$ cat config.mk
export PLATFORM = sky130hd
export DESIGN_NAME = pcie_cpl_rx
export DESIGN_NICKNAME = d
export VERILOG_FILES = /design/src/rtl/pcie_cpl_rx.sv
export SDC_FILE = /design/constraint.sdc
export NUM_CORES = 1
export LEC_CHECK = 0
export ABC_CLOCK_PERIOD_IN_PS = 14100
export CAP_MARGIN = 20
export CORE_UTILIZATION = 42
export CTS_CLUSTER_SIZE = 12
export DETAILED_ROUTE_END_ITERATION = 8
export GPL_TIMING_DRIVEN = 0
export PLACE_DENSITY = 0.7
export SYNTH_ARGS = -nofsm -noshare
export SYNTH_HDL_FRONTEND = slang
export SYNTH_SLANG_ARGS = --single-unit
$ cat constraint.sdc
create_clock -name i_clk -period 14.1 [get_ports i_clk]
set_clock_uncertainty 0.05 [all_clocks]
set_input_delay 1.41 -clock i_clk [delete_from_list [all_inputs] [get_ports i_clk]]
set_output_delay 1.41 -clock i_clk [all_outputs]
set_load 0.02 [all_outputs]
$ cat src/rtl/pcie_cpl_rx.sv
`default_nettype none
// ============================================================================
// Module   : pcie_cpl_rx
// Brief    : DMA read completion receiver. Tracks read tags, checks status,
//            strips the 3DW header and realigns CplD payload to DW0.
// Revision : 1.0 - initial release
// ============================================================================
module pcie_cpl_rx #(
  parameter int P_DATA_WIDTH = 128,
  parameter int P_KEEP_WIDTH = P_DATA_WIDTH / 8,
  parameter int TAG_BITS     = 5
) (
  input  logic                    i_clk,
  input  logic                    i_rst,
  input  logic [P_DATA_WIDTH-1:0] m_axis_rx_tdata,
  input  logic [P_KEEP_WIDTH-1:0] m_axis_rx_tkeep,
  input  logic                    m_axis_rx_tlast,
  input  logic                    m_axis_rx_tvalid,
  output logic                    m_axis_rx_tready,
  input  logic [7:0]              issue_tag,
  input  logic                    issue_valid,
  output logic [P_DATA_WIDTH-1:0] cpl_data,
  output logic [3:0]              cpl_keep,
  output logic [7:0]              cpl_tag,
  output logic                    cpl_last,
  output logic                    cpl_valid,
  input  logic                    cpl_ready,
  output logic                    cpl_done,
  output logic                    cpl_error,
  output logic [TAG_BITS:0]       outstanding,
  output logic                    drop
);

  localparam int         c_NTAGS    = 1 << TAG_BITS;
  localparam logic [6:0] c_FMT_CPL  = 7'h0A;
  localparam logic [6:0] c_FMT_CPLD = 7'h4A;

  typedef enum logic [1:0] {
    ST_IDLE    = 2'd0,
    ST_STREAM  = 2'd1,
    ST_FLUSH   = 2'd2,
    ST_DISCARD = 2'd3
  } state_t;

  state_t r_state, w_state_next;

  logic [P_DATA_WIDTH-1:0] r_cpl_data;
  logic [3:0]              r_cpl_keep;
  logic [7:0]              r_cpl_tag;
  logic                    r_cpl_last, r_cpl_valid, r_out_final;
  logic                    r_cpl_done, r_cpl_error, r_drop;
  logic [31:0]             r_scratch;
  logic [10:0]             r_rem;
  logic [7:0]              r_tag;
  logic                    r_final;
  logic [c_NTAGS-1:0]      r_bitmap, w_bitmap_next;
  logic [TAG_BITS:0]       r_outstanding, w_count_next;

  logic                    w_slot_free, w_accept;
  logic [6:0]              w_fmt_type;
  logic                    w_ep, w_is_cpl, w_tag_hit, w_final;
  logic [9:0]              w_len_raw;
  logic [10:0]             w_len;
  logic [2:0]              w_status;
  logic [11:0]             w_bc;
  logic [7:0]              w_tag;
  logic                    w_emit, w_emit_last, w_emit_final;
  logic [P_DATA_WIDTH-1:0] w_emit_data;
  logic [3:0]              w_emit_keep;
  logic                    w_hdr_load, w_advance, w_drop, w_err, w_clr_err, w_clr_out;
  logic                    w_unused;

  assign w_unused = &{1'b0, m_axis_rx_tkeep, issue_tag[7:TAG_BITS]};

  assign w_slot_free      = !r_cpl_valid || cpl_ready;
  assign m_axis_rx_tready = !i_rst && ((r_state == ST_DISCARD) ||
                                       ((r_state != ST_FLUSH) && w_slot_free));
  assign w_accept         = m_axis_rx_tvalid && m_axis_rx_tready;

  assign w_fmt_type = m_axis_rx_tdata[30:24];
  assign w_ep       = m_axis_rx_tdata[14];
  assign w_len_raw  = m_axis_rx_tdata[9:0];
  assign w_status   = m_axis_rx_tdata[47:45];
  assign w_bc       = m_axis_rx_tdata[43:32];
  assign w_tag      = m_axis_rx_tdata[79:72];
  assign w_len      = (w_len_raw == 10'd0) ? 11'd1024 : {1'b0, w_len_raw};
  assign w_is_cpl   = (w_fmt_type == c_FMT_CPL) || (w_fmt_type == c_FMT_CPLD);
  assign w_tag_hit  = r_bitmap[w_tag[TAG_BITS-1:0]];
  // A completion is the last one for its tag once remaining bytes fit in it.
  assign w_final    = ({1'b0, w_bc} <= {w_len, 2'b00});

  function automatic logic [3:0] f_keep(input logic [10:0] rem);
    if (rem >= 11'd4)       return 4'b1111;
    else if (rem == 11'd3)  return 4'b0111;
    else if (rem == 11'd2)  return 4'b0011;
    else                    return 4'b0001;
  endfunction

  always_ff @(posedge i_clk) begin
    if (i_rst) r_state <= ST_IDLE;
    else       r_state <= w_state_next;
  end

  always_comb begin
    w_state_next = r_state;
    w_emit       = 1'b0;
    w_emit_data  = '0;
    w_emit_keep  = 4'b0000;
    w_emit_last  = 1'b0;
    w_emit_final = 1'b0;
    w_hdr_load   = 1'b0;
    w_advance    = 1'b0;
    w_drop       = 1'b0;
    w_err        = 1'b0;
    w_clr_err    = 1'b0;
    case (r_state)
      ST_IDLE: begin
        if (w_accept) begin
          if (!w_is_cpl) begin
            w_drop = 1'b1;
            if (!m_axis_rx_tlast) w_state_next = ST_DISCARD;
          end else if (!w_tag_hit) begin
            w_err = 1'b1;
            if (!m_axis_rx_tlast) w_state_next = ST_DISCARD;
          end else if ((w_status != 3'd0) || w_ep || (w_fmt_type == c_FMT_CPL)) begin
            w_err     = 1'b1;
            w_clr_err = 1'b1;
            if (!m_axis_rx_tlast) w_state_next = ST_DISCARD;
          end else begin
            w_hdr_load = 1'b1;
            if (w_len == 11'd1) begin
              w_emit       = 1'b1;
              w_emit_data  = {96'b0, m_axis_rx_tdata[127:96]};
              w_emit_keep  = 4'b0001;
              w_emit_last  = 1'b1;
              w_emit_final = w_final;
              if (!m_axis_rx_tlast) w_state_next = ST_DISCARD;
            end else if (!m_axis_rx_tlast) begin
              w_state_next = ST_STREAM;
            end
          end
        end
      end
      ST_STREAM: begin
        if (w_accept) begin
          w_emit       = 1'b1;
          w_emit_data  = {m_axis_rx_tdata[95:0], r_scratch};
          w_emit_keep  = f_keep(r_rem);
          w_emit_last  = (r_rem <= 11'd4);
          w_emit_final = r_final;
          w_advance    = 1'b1;
          // rem == 5 leaves exactly one DW in scratch after this beat.
          if (m_axis_rx_tlast)      w_state_next = (r_rem == 11'd5) ? ST_FLUSH : ST_IDLE;
          else if (r_rem <= 11'd4)  w_state_next = ST_DISCARD;
        end
      end
      ST_FLUSH: begin
        if (w_slot_free) begin
          w_emit       = 1'b1;
          w_emit_data  = {96'b0, r_scratch};
          w_emit_keep  = 4'b0001;
          w_emit_last  = 1'b1;
          w_emit_final = r_final;
          w_state_next = ST_IDLE;
        end
      end
      ST_DISCARD: begin
        if (w_accept && m_axis_rx_tlast) w_state_next = ST_IDLE;
      end
      default: w_state_next = ST_IDLE;
    endcase
  end

  always_ff @(posedge i_clk) begin
    if (i_rst) begin
      r_scratch <= '0;
      r_rem     <= '0;
      r_tag     <= '0;
      r_final   <= 1'b0;
    end else if (w_hdr_load) begin
      r_scratch <= m_axis_rx_tdata[127:96];
      r_rem     <= w_len;
      r_tag     <= w_tag;
      r_final   <= w_final;
    end else if (w_advance) begin
      r_scratch <= m_axis_rx_tdata[127:96];
      r_rem     <= (r_rem > 11'd4) ? (r_rem - 11'd4) : 11'd0;
    end
  end

  always_ff @(posedge i_clk) begin
    if (i_rst) begin
      r_cpl_valid <= 1'b0;
      r_cpl_last  <= 1'b0;
      r_cpl_data  <= '0;
      r_cpl_keep  <= 4'b0000;
      r_cpl_tag   <= 8'd0;
      r_out_final <= 1'b0;
    end else if (w_emit) begin
      r_cpl_valid <= 1'b1;
      r_cpl_last  <= w_emit_last;
      r_cpl_data  <= w_emit_data;
      r_cpl_keep  <= w_emit_keep;
      r_cpl_tag   <= w_hdr_load ? w_tag : r_tag;
      r_out_final <= w_emit_final;
    end else if (cpl_ready) begin
      r_cpl_valid <= 1'b0;
    end
  end

  assign w_clr_out = r_cpl_valid && cpl_ready && r_cpl_last && r_out_final;

  // Set is applied after both clears so a same-cycle reissue keeps the tag.
  always_comb begin
    w_bitmap_next = r_bitmap;
    if (w_clr_out)   w_bitmap_next[r_cpl_tag[TAG_BITS-1:0]] = 1'b0;
    if (w_clr_err)   w_bitmap_next[w_tag[TAG_BITS-1:0]]     = 1'b0;
    if (issue_valid) w_bitmap_next[issue_tag[TAG_BITS-1:0]] = 1'b1;
    w_count_next = '0;
    for (int i = 0; i < c_NTAGS; i++)
      w_count_next = w_count_next + {{TAG_BITS{1'b0}}, w_bitmap_next[i]};
  end

  always_ff @(posedge i_clk) begin
    if (i_rst) begin
      r_bitmap      <= '0;
      r_outstanding <= '0;
      r_cpl_done    <= 1'b0;
      r_cpl_error   <= 1'b0;
      r_drop        <= 1'b0;
    end else begin
      r_bitmap      <= w_bitmap_next;
      r_outstanding <= w_count_next;
      r_cpl_done    <= w_clr_out || w_clr_err;
      r_cpl_error   <= w_err;
      r_drop        <= w_drop;
    end
  end

  assign cpl_data    = r_cpl_data;
  assign cpl_keep    = r_cpl_keep;
  assign cpl_tag     = r_cpl_tag;
  assign cpl_last    = r_cpl_last;
  assign cpl_valid   = r_cpl_valid;
  assign cpl_done    = r_cpl_done;
  assign cpl_error   = r_cpl_error;
  assign drop        = r_drop;
  assign outstanding = r_outstanding;

endmodule
`default_nettype wire

==> results of run 1 <==
-- routing by layer --
metal / wire [um] / vias up / part of all wire [%] / track usage [%]
met2: 19700 / 484 / 48 / 46.2
li1: - / 5507 / - / -
met5: 0 / - / 0 / 0
met3: 3450 / 73 / 8.4 / 6.43
met1: 17200 / 5663 / 42 / 33.6
met4: 959 / 0 / 2.3 / 7.66
-- through the flow --
stage / util [%] / setup slack (ps) / cells / cell area (sq um)
after floorplan: - / 6610 / 1323 / 12200
after global placement: 54.4 / 5350 / 1995 / 15600
after detailed placement: 54.4 / 5280 / 1995 / 15600
after CTS: 57.4 / 5830 / 2043 / 16400
after global routing: 57.4 / 5500 / 2043 / 16400
final: 57.4 / 5810 / 2045 / 16400
-- logic make-up after synthesis --
family | share of synthesized area (%)
XOR/XNOR | 0.215
flip-flops | 39.0
AND/OR/NAND/NOR | 18.3
multiplexers | 2.15
AO/OA/AOI/OAI | 27.0
buffers and inverters | 6.96
adder cells (fa/ha/maj) | 6.39
-- worst min-delay path, cell delays in order (launching register included) --
cell     delay, ps
dfxtp_1        310
nand2_1         50
a21oi_1         50
-- layout make-up --
type | count | share of cell area, %
clock buffers | 39 | 4.63
repair buffers | 288 | 17.5
multi-input cells | 891 | 40.1
plain buffers | 116 | 3.39
diodes | 2 | 0.0304
inverters | 78 | 1.78
clock inverters | 9 | 0.616
flip-flops and latches | 238 | 29.0
well taps | 384 | 2.92
-- sequential cells by signal, indices dropped and copies added, names as in the netlist --
register     flops
cpl_data       128
r_final          1
cpl_tag          8
r_out_final      1
r_tag            8
outstanding      6
drop             1
cpl_error        1
r_scratch       32
cpl_keep         4
r_rem           11
cpl_done         1
r_state          2
cpl_valid        1
cpl_last         1
r_bitmap        32
-- layout by cell type (no fill, tap or decap), types with 17 or more instances in the layout --
master / Yosys / final
and2_1: 17 / 17
a31o_1: 99 / 99
clkdlybuf4s50_1: 0 / 288
fa_1: 24 / 24
o21ai_0: 48 / 48
clkbuf_1: 86 / 94
nor3_1: 24 / 24
nand2_1: 46 / 46
o32ai_2: 31 / 31
nand3_1: 44 / 44
nor3b_1: 91 / 91
o21ai_1: 28 / 28
dfxtp_1: 238 / 238
a211oi_1: 17 / 17
a22oi_1: 32 / 32
ha_1: 24 / 24
o21a_1: 35 / 35
clkbuf_16: 0 / 27
a21oi_1: 98 / 98
mux2i_1: 24 / 24
nor2_1: 50 / 50
inv_1: 77 / 77
-- worst paths after layout --
kind | from | to | slack [ps] | depth (start not counted)
worst max register to register | r_state[1]$_SDFFE_PP0P_ | outstanding[4]$_SDFF_PP0_ | 7080 | 23
worst max-delay path | m_axis_rx_tdata[75] | outstanding[4]$_SDFF_PP0_ | 5810 | 23
worst min register to register | r_final$_SDFFE_PP0P_ | r_final$_SDFFE_PP0P_ | 410 | 2
worst min-delay path | r_final$_SDFFE_PP0P_ | r_final$_SDFFE_PP0P_ | 410 | 2
-- where the power goes --
group	internal [uW]	switching, uW	total, uW
logic	331	408	739
clock network	409	288	697
registers	715	21.9	737
total	1450	717	2170
==> run_results.csv, run 1 <==
group,metric,value,unit
cells_and_area,nNetsFinal,1846,
critical_path,path_cells,"clkdlybuf4s50_1, clkbuf_1, nand3b_1, o32ai_1, nor4_4, mux2_2, clkbuf_1, o21ai_1, nand2_1, fa_1, inv_1, fa_1, fa_1, fa_1, fa_1, fa_1, inv_1, ha_1, fa_1, a21o_1, a21oi_1, xor2_1, nor2_1",
grt,grt_pass1_vias,11171,
routing,num_vias,11727,
critical_path,crit_path_start_kind,"input port",
synth,syn_avg_cell_area,9.23,sq um
routing,drtAntennaViolNets,0,
die,io_pins,310,
critical_path,path_delay_family,"adder cells",
critical_path,worst-path-buf-inv,5,
timing,tightest_slew,1080,ps
synth,synth.most_common_cell,"dfxtp_1",
job,maxCapViolCount,0,
cells_and_area,multi_input_area,0.00660,sq mm
grt,track_usage,27.0,%
die,num_rows,62,
synth,yosys-top-cells-area,"dfxtp_1, a31o_1, nor3b_1",
critical_path,cp.arrival,8650,ps
routing,wirelength,41300,um
clock_tree,h-tree-depth,1,
cells_and_area,area_growth_syn_to_layout,34.6,%
routing,wl_per_cell,20.2,um
synth,ys_warn_count,0,
clock_tree,clkSlewWorstSetupHoldPaths,60,ps
timing,hold_ws,413,ps
placed_design,post-dp-hpwl,30900,um
synth,synthesis.area,0.0122,sq mm
synth,synth_top_area_cell,"dfxtp_1",
die,die_w,172,um
synth,synth_commonest_cells,"dfxtp_1, a31o_1, a21oi_1, nor3b_1, clkbuf_1",
clock_tree,cts_num_sinks,238,
status,status,"complete, no violations",
synth,syn_nets,1529,
critical_path,crit_type,"in -> reg",
die,dieHeight,172,um
synth,synth_top_area_share,39.0,%
timing,min_period_over_period,58.8,%
routing,first_iter_violations,818,
clock_tree,cts_resized,0,
die,initial_core_util,42.7,%
synth,netlist_instances,1323,
min_path,hp-class,"reg -> reg",
die,coreArea,0.0286,sq mm
routing,vias_per_cell,5.73,
timing,slew_headroom,27.0,%
die,die_area,0.0298,sq mm
timing,hold_violations,0,
timing,rsz0062_at_grt,"false",
critical_path,max_stage_delay,580,ps
cells_and_area,fill_cells,2579,
routing,drc,0,
timing,tns,0,ps
power,finalPower,2170,uW
clock_tree,hold_buffers,0,
cells_and_area,regArea,0.00476,sq mm
cells_and_area,layout-drive-gt1-share,7.66,%
placed_design,io_buffers,288,
grt,antenna_found_initial,1,
synth,seq_area_frac_synth,39.0,%
power,p_per_area,132,mW/mm^2
timing,fmax,121,MHz
timing,drv_slew,0,
clock_tree,clockBufferDepth,3,
synth,synth.distinct_cells,65,
synth,synth_seq_cells,238,
placed_design,routabilityCongestion,0.968,
grt,grt_max_degree,13,
critical_path,critPathSlowestCell,"clkdlybuf4s50_1",
clock_tree,cts_setup_buffers,0,
synth,synthArstFlopShare,0,%
clock_tree,cts_tree,"built",
clock_tree,cts_made_buffers,27,
critical_path,worstPathMaxFanout,10,
synth,synth_ff_type,"dfxtp_1",
grt,grt.overflow.total,0,
timing,fin_crit,8290,ps
timing,setup_viol,0,
synth,synth_edf_count,0,
clock_tree,clock_latency,550,ps
critical_path,required,14460,ps
critical_path,cp-end-kind,"register",
critical_path,cp_common_cell,"fa_1",
power,ir_drop,0.000110,V
grt,grt_pass1_wl,62200,um
power,leakage,0.00575,uW
routing,dr.pass1.iters,5,
clock_tree,cts.root.buffer_cell,"clkbuf_16",
Power figures use the tool's default switching activity.
==> inputs of run 2 (changes only) <==
--- a/config.mk
+++ b/config.mk
@@ -5,7 +5,7 @@
 export SDC_FILE = /design/constraint.sdc
 export NUM_CORES = 1
 export LEC_CHECK = 0
-export ABC_CLOCK_PERIOD_IN_PS = 14100
+export ABC_CLOCK_PERIOD_IN_PS = 8700
 export CAP_MARGIN = 20
 export CORE_UTILIZATION = 42
 export CTS_CLUSTER_SIZE = 12
==> constraint.sdc (replaced) <==
create_clock -name i_clk -period 8.7 [get_ports i_clk]
set_clock_uncertainty 0.05 [all_clocks]
set_input_delay 0.87 -clock i_clk [delete_from_list [all_inputs] [get_ports i_clk]]
set_output_delay 0.87 -clock i_clk [all_outputs]
set_load 0.02 [all_outputs]
==> results of run 2 <==
Same layout as run 1 (identical final DEF). Status: complete, no violations.
Among the figures that moved: setup slack after placement 5280 ps -> 419 ps; setup slack after layout 5810 ps -> 948 ps; register-to-register setup slack 7080 ps -> 1680 ps; total power 2170 uW -> 3520 uW; worst IR drop on VDD 0.000110 V -> 0.000179 V
==> inputs of run 3 (changes only) <==
--- a/config.mk
+++ b/config.mk
@@ -6,7 +6,6 @@
 export NUM_CORES = 1
 export LEC_CHECK = 0
 export ABC_CLOCK_PERIOD_IN_PS = 8700
-export CAP_MARGIN = 20
 export CORE_UTILIZATION = 42
 export CTS_CLUSTER_SIZE = 12
 export DETAILED_ROUTE_END_ITERATION = 8
==> results of run 3 <==
Same layout as run 1 (identical final DEF). Status: complete, no violations.
Among the figures that moved: setup slack after placement 5280 ps -> 419 ps; setup slack after layout 5810 ps -> 948 ps; register-to-register setup slack 7080 ps -> 1680 ps; total power 2170 uW -> 3520 uW; worst IR drop on VDD 0.000110 V -> 0.000179 V
